===== config.mk =====
export PLATFORM = sky130hd
export DESIGN_NAME = prefetch_fetch_unit
export DESIGN_NICKNAME = d
export VERILOG_FILES = /design/src/rtl/prefetch_fetch_unit.sv
export SDC_FILE = /design/constraint.sdc
export NUM_CORES = 1
export LEC_CHECK = 0
export ABC_AREA = 1
export CAP_MARGIN = 40
export CORE_MARGIN = 1
export CORE_UTILIZATION = 60
export CTS_CLUSTER_SIZE = 30
export DETAILED_ROUTE_END_ITERATION = 16
export PLACE_DENSITY = 0.89
export SETUP_SLACK_MARGIN = 0.3
export SLEW_MARGIN = 20
export SYNTH_ARGS = -nofsm -noshare
export SYNTH_HDL_FRONTEND = slang
export SYNTH_SLANG_ARGS = --single-unit

===== constraint.sdc =====
create_clock -name clk -period 10.2 [get_ports clk]
set_clock_uncertainty 0.15 [all_clocks]
set_input_delay 1.53 -clock clk [delete_from_list [all_inputs] [get_ports clk]]
set_output_delay 1.53 -clock clk [all_outputs]
set_load 0.03 [all_outputs]

===== src/rtl/prefetch_fetch_unit.sv =====
// prefetch_fetch_unit: PC generator, level-based imem request handshake and a
// QDEPTH-entry prefetch queue of {pc, instruction} pairs feeding decode.
// Redirects (absolute or PC-relative) flush the queue and restart fetching.
module prefetch_fetch_unit #(
  parameter int          ADDR_W   = 32,
  parameter int          DATA_W   = 32,
  parameter int          QDEPTH   = 4,
  parameter logic [31:0] RESET_PC = 32'h0000_0000,
  parameter int          PC_STEP  = 4
) (
  input  logic                          clk,
  input  logic                          reset,
  output logic                          imem_req,
  output logic [ADDR_W-1:0]             imem_addr,
  input  logic                          imem_ack,
  input  logic [DATA_W-1:0]             imem_rdata,
  input  logic                          redirect_valid,
  input  logic                          redirect_rel,
  input  logic [ADDR_W-1:0]             redirect_pc,
  input  logic [15:0]                   redirect_offset,
  output logic                          instr_valid,
  input  logic                          instr_ready,
  output logic [DATA_W-1:0]             instr_data,
  output logic [ADDR_W-1:0]             instr_pc,
  output logic [$clog2(QDEPTH+1)-1:0]   q_count
);

  localparam int PTR_W = $clog2(QDEPTH);
  localparam int CNT_W = $clog2(QDEPTH+1);

  logic [ADDR_W-1:0] r_fetch_pc;
  logic [PTR_W-1:0]  r_head;
  logic [PTR_W-1:0]  r_tail;
  logic [CNT_W-1:0]  r_count;
  logic [ADDR_W-1:0] r_q_pc   [QDEPTH];
  logic [DATA_W-1:0] r_q_data [QDEPTH];

  logic              w_xfer;
  logic              w_deq;
  logic              w_enq;
  logic [ADDR_W-1:0] w_offset_ext;
  logic [ADDR_W-1:0] w_target_raw;
  logic [ADDR_W-1:0] w_target;

  // Request only while there is room; based purely on registered occupancy so a
  // same-cycle dequeue does not raise the request until the following cycle.
  assign imem_req  = (r_count < CNT_W'(QDEPTH));
  assign imem_addr = r_fetch_pc;

  assign w_xfer = imem_req && imem_ack;
  assign w_deq  = instr_valid && instr_ready;
  // A redirect or reset in the same cycle discards the returned word.
  assign w_enq  = w_xfer && !redirect_valid && !reset;

  // Word offset sign-extended and scaled to a byte offset.
  assign w_offset_ext = {{(ADDR_W-18){redirect_offset[15]}}, redirect_offset, 2'b00};
  assign w_target_raw = redirect_rel ? (redirect_pc + ADDR_W'(PC_STEP) + w_offset_ext)
                                     : redirect_pc;
  // Targets are always word aligned regardless of what the requester supplied.
  assign w_target     = {w_target_raw[ADDR_W-1:2], 2'b00};

  assign instr_valid = (r_count != '0);
  assign instr_data  = instr_valid ? r_q_data[r_head] : '0;
  assign instr_pc    = instr_valid ? r_q_pc[r_head]   : '0;
  assign q_count     = r_count;

  // Queue storage: write the fetched {pc, word} at the tail on an accepted transfer.
  always_ff @(posedge clk) begin
    if (w_enq) begin
      r_q_pc[r_tail]   <= r_fetch_pc;
      r_q_data[r_tail] <= imem_rdata;
    end
  end

  // PC, pointers and occupancy: reset beats redirect beats normal transfer/dequeue.
  always_ff @(posedge clk) begin
    if (reset) begin
      r_fetch_pc <= RESET_PC[ADDR_W-1:0];
      r_head     <= '0;
      r_tail     <= '0;
      r_count    <= '0;
    end else if (redirect_valid) begin
      r_fetch_pc <= w_target;
      r_head     <= '0;
      r_tail     <= '0;
      r_count    <= '0;
    end else begin
      if (w_xfer) begin
        r_tail     <= r_tail + PTR_W'(1);
        r_fetch_pc <= r_fetch_pc + ADDR_W'(PC_STEP);
      end
      if (w_deq) begin
        r_head <= r_head + PTR_W'(1);
      end
      case ({w_xfer, w_deq})
        2'b10:   r_count <= r_count + CNT_W'(1);
        2'b01:   r_count <= r_count - CNT_W'(1);
        default: r_count <= r_count;
      endcase
    end
  end

endmodule


# Word level (Yosys, flattened, before mapping)
# Memories as Yosys holds them, arrays and structs flattened. A register that Yosys moved wholly into a read port is not among the register bits.
# Index checks and enable logic that the tools add are counted.
[classes]
add_sub_neg = 7
n_lt_le_gt_ge = 1
eq_ne = 2
muxes = 12
n_reduce_logical = 10
[ops]
columns = ["operator", "count"]
rows = [
  ["$mux W32", 5],
  ["$add A32 B3 Y32 const B", 2],
  ["$add A32 B32 Y32", 1],
  ["$mux W2", 4],
  ["$pmux W3 S2", 1],
  ["$add A2 B1 Y2 const B", 2],
  ["$logic_and A1 B1 Y1", 4],
  ["$reduce_bool A2 Y1", 2],
  ["$add A3 B1 Y3 const B", 1],
  ["$lt A3 B3 Y1 const B", 1],
  ["$reduce_bool A3 Y1", 1],
  ["$sub A3 B1 Y3 const B", 1],
  ["$eq A2 B1 Y1 const B", 1],
  ["$eq A2 B2 Y1 const B", 1],
  ["$logic_not A1 Y1", 2],
  ["$mux W1", 2],
  ["$reduce_or A2 Y1", 1],
]
[totals]
register_bits = 39
ram_bits = 256
output_inout_bits = 101
wordCells = 39
n_memories = 2
[memory_table]
columns = ["name", "words", "width", "rd", "rd_ports_with_merged_regs", "write_ports", "line", "text"]
rows = [
  ["r_q_data", 4, 32, 1, 1, 1, "36", "logic [DATA_W-1:0] r_q_data [QDEPTH];"],
  ["r_q_pc", 4, 32, 1, 1, 1, "35", "logic [ADDR_W-1:0] r_q_pc [QDEPTH];"],
]

# Logic depth before layout (Yosys ltp)
[depth]
depth_word = 6
ltp_mapped = 17
depth_no_buf = 17

# Worst setup path after synthesis
# Ideal clock, no wire load.
[synth_path]
kind = "input -> register"
start = "input redirect_valid"
end = "memory r_q_data[0][0] (enable)"
setup_ns = 0.482
arrival_ns = 4.693
required_time_ns = 9.568
setup_slack_ns = 4.874
cell_stages = 4
path_buffers = 1
path_cell_list = "buf_2 > nor2_1 > nand2_1 > nor2_1"
[synth_via]
elab_chain_len = 5
[synth_lines]
columns = ["item", "line", "text"]
rows = [
  ["from (decl)", "17", "input logic redirect_valid,"],
  ["$logic_not A1 Y1", "53", "assign w_enq = w_xfer && !redirect_valid && !reset;"],
  ["$logic_and A1 B1 Y1 (2 in a row)", "53", ""],
  ["$mux W1", "69", "if (w_enq) begin"],
  ["$mux W1 (not written as such)", "71", "r_q_data[r_tail] <= imem_rdata;"],
  ["to (decl)", "36", ""],
]
# No other way between the ends.

==> impl_metrics.py <==
metrics = {
    "outcome": {
        "outcome": "finished clean",
    },
    "global_route": {
        "overflow": 0,
        "antenna_found_initial": 0,
        "grt_pass1_vias": 11710,
        "grt_usage": 0.2922,
        "grt_max_degree": 73,
        "grt_first_pass_wirelength_mm": 58.62,
    },
    "sta": {
        "timing.fmax_ghz": 0.1972,
        "fin_crit_ns": 5.070,
        "setup_tns_ns": 0,
        "maxSlewViolCount": 0,
        "fin_crit_sh": 0.4970,
        "worst-slew-pin-transition_ns": 0.8073,
        "report.final.setup_viol": 0,
        "hold_violations": 0,
        "relSlewSlack": 0.4618,
        "rsz0062_at_grt": "no",
        "fin_hold_ws_ns": 0.3115,
    },
    "critical_path": {
        "worstPathRequired_ns": 8.52,
        "worst_path_most_repeated_cell": "nor2_1",
        "crit_path_top_delay_cell": "dfxtp_4",
        "worst_ep_arrival_time_ns": 3.39,
        "crit_chain": "buf_4 -> nor2_1 -> nor2_1 -> o21ai_0 -> a21oi_1 -> clkdlybuf4s50_1",
        "path_max_fanout": 72,
        "worstSetupEndpointType": "output pin",
        "cp_slowest_stage_delay_ns": 0.73,
        "cp-start-kind": "flop",
        "cp.buffers_inverters": 2,
        "cpLargestDelayFamily": "buffers and inverters",
        "worstSetupPathType": "reg2out",
    },
    "power": {
        "power.switching_uw": 752.0,
        "vdd_drop_max_v": 0.0001159,
        "internal_power_mw": 2.059,
        "p_total_mw": 2.811,
        "power_frac_comb": 0.170,
        "seqPwrFrac": 0.479,
        "cellLeakagePower_nw": 6.900,
        "p_sw_frac": 0.2675,
        "power_density_nw_per_um2": 158.0,
        "clock_power_share": 0.351,
    },
    "finish": {
        "drive_above_1_share": 0.06432,
        "multi_input_area_um2": 5768,
        "n_antenna_cell": 0,
        "finalNetCount": 1922,
        "fillers": 1643,
        "regArea_um2": 8233,
        "stdcell_area_um2": 17790,
        "final_cells": 2112,
        "area_growth_pct": 20.62,
    },
    "routing": {
        "drt_iter0_markers": 1075,
        "viasPerCell": 5.741,
        "drc": 0,
        "wl_per_cell_um": 17.68,
        "via_count": 12130,
        "drtAntennaViolNets": 0,
        "wl_mm": 37.34,
        "first_pass_iters": 6,
    },
    "yosys": {
        "ys_warn_count": 0,
        "synth_top_area_frac": 0.5049,
        "synth_seq_cells": 287,
        "avgSynthCellArea_um2": 9.145,
        "yosysMostFrequentCell": "nor2_1",
        "yosysTopAreaCell": "edfxtp_1",
        "synth_cell_types": 45,
        "syn_area_um2": 14750,
        "netlist_instances": 1613,
        "async_reset_ff_frac": 0,
        "synthFlopType": "edfxtp_1",
        "synth.area.top_cells": "edfxtp_1, nor2_1, o21ai_0, nand2_1, ha_1",
        "yosysSeqAreaShare": 0.5578,
        "synth_commonest_cells": "nor2_1, edfxtp_1, nand2_1",
        "synth_edf_count": 248,
    },
    "clock_tree": {
        "clk_pin_slew_ns": 0.06,
        "htreeDepth": 1,
        "clock-root-buffer": "clkbuf_16",
        "cts_hold_buf": 0,
        "cts_resized": 0,
        "cts_buffers": 26,
        "clock_path_buffers": 3,
        "cts_setup_buffers": 0,
        "cts_tree": "built",
        "cts.sinks": 287,
        "clk_latency_ns": 0.53,
    },
    "floorplanning": {
        "die_h_um": 158.8,
        "die_x_um": 158.8,
        "die_area_um2": 25210,
        "coreArea_um2": 24250,
        "start_util": 0.6083,
        "rows": 57,
        "io_pins": 187,
    },
    "placement": {
        "place_area_um2": 16910,
        "routabilityCongestion": 0.9453,
        "portBuffers": 180,
        "dp.cells": 2066,
        "hpwl_mm": 24.21,
    },
    "flow_run": {
        "drv_cap": 0,
    },
    "min_path": {
        "hp-class": "reg2reg",
    },
}
[cell families (layout without fill, tap and decap cells)]
family                   after synthesis  after routing  share of synthesized area
flip-flops                           287            287                     0.5578
AND/OR/NAND/NOR                      681            681                     0.1941
other                                  1              4                  0.0002542
buffers and inverters                205            377                    0.05437
XOR/XNOR                              26             26                    0.01544
adder cells (fa/ha/maj)               65             65                    0.05615
AO/OA/AOI/OAI                        348            348                     0.1219
[worst paths after layout]
check	from	to	slack [ns]	depth (start not counted)
worst min-delay path	r_head[1]	flop	0.31	2
worst min register to register	r_head[1]	flop	0.31	2
worst max-delay path	flop	instr_pc[21]	5.13	6
worst max register to register	q_count[1]	q_count[1]	7.37	11
[per-stage QoR]
step	setup WS, ns	utilization
floorplan	4.874	-
global placement	5.508	0.6926
detailed placement	5.446	0.6973
CTS	4.886	0.7329
global route	4.959	0.7337
finish	5.130	0.7337
[final cells by class]
type | instances | share of cell area
clock buffer | 32 | 0.04015
clock inverter | 13 | 0.008368
inverter | 136 | 0.02869
multi-input combinational | 1124 | 0.3242
sequential | 287 | 0.4627
tap | 324 | 0.02278
timing repair buffer | 196 | 0.1131
[flip-flops by register name (all words and copies together), names as in the netlist, named ones only]
register	cells
q_count	3
r_q_data	128
r_q_pc	120
r_head	2
r_tail	2
imem_addr	30
[power by group through the flow]
stage          sequential, mW  combinational, mW  clock (mW)
3_5_place_dp             1.37              0.470           0
4_1_cts                  1.34              0.474       0.987
2_1_floorplan            1.38              0.275           0
6_report                 1.35              0.479       0.986
5_1_grt                  1.35              0.523        1.03
3_3_place_gp             1.37              0.457           0
[worst reg2reg max path, cell delays in order, from the launching register on]
cell     delay [ns]
dfxtp_1        0.36
nor3_4         0.18
buf_4          0.64
inv_1          0.18
nand2_1        0.09
inv_1          0.10
ha_1           0.20
inv_1          0.09
fa_1           0.42
inv_1          0.06
o21ai_0        0.06
a21oi_1        0.21
[metal layers]
layer | track usage | vias to the layer above | wire [um]
li1 | - | 5784 | -
met1 | 0.3683 | 5626 | 14650
met2 | 0.5195 | 596 | 18490
met3 | 0.03292 | 120 | 2912
met4 | 0.1037 | 0 | 1282
met5 | 0 | - | 0
[layout by cell type (no fill, tap or decap), drive strengths merged, types with 32 or more instances in the layout]
cell type      Yosys  final
a21oi            124    124
nand3             56     56
nor2             355    355
clkbuf            49     32
dfxtp             39     39
inv              136    138
edfxtp           248    248
o21ai            199    199
clkdlybuf4s50      0    180
ha                63     63
nand2            229    229
Power figures use the tool's default switching activity.
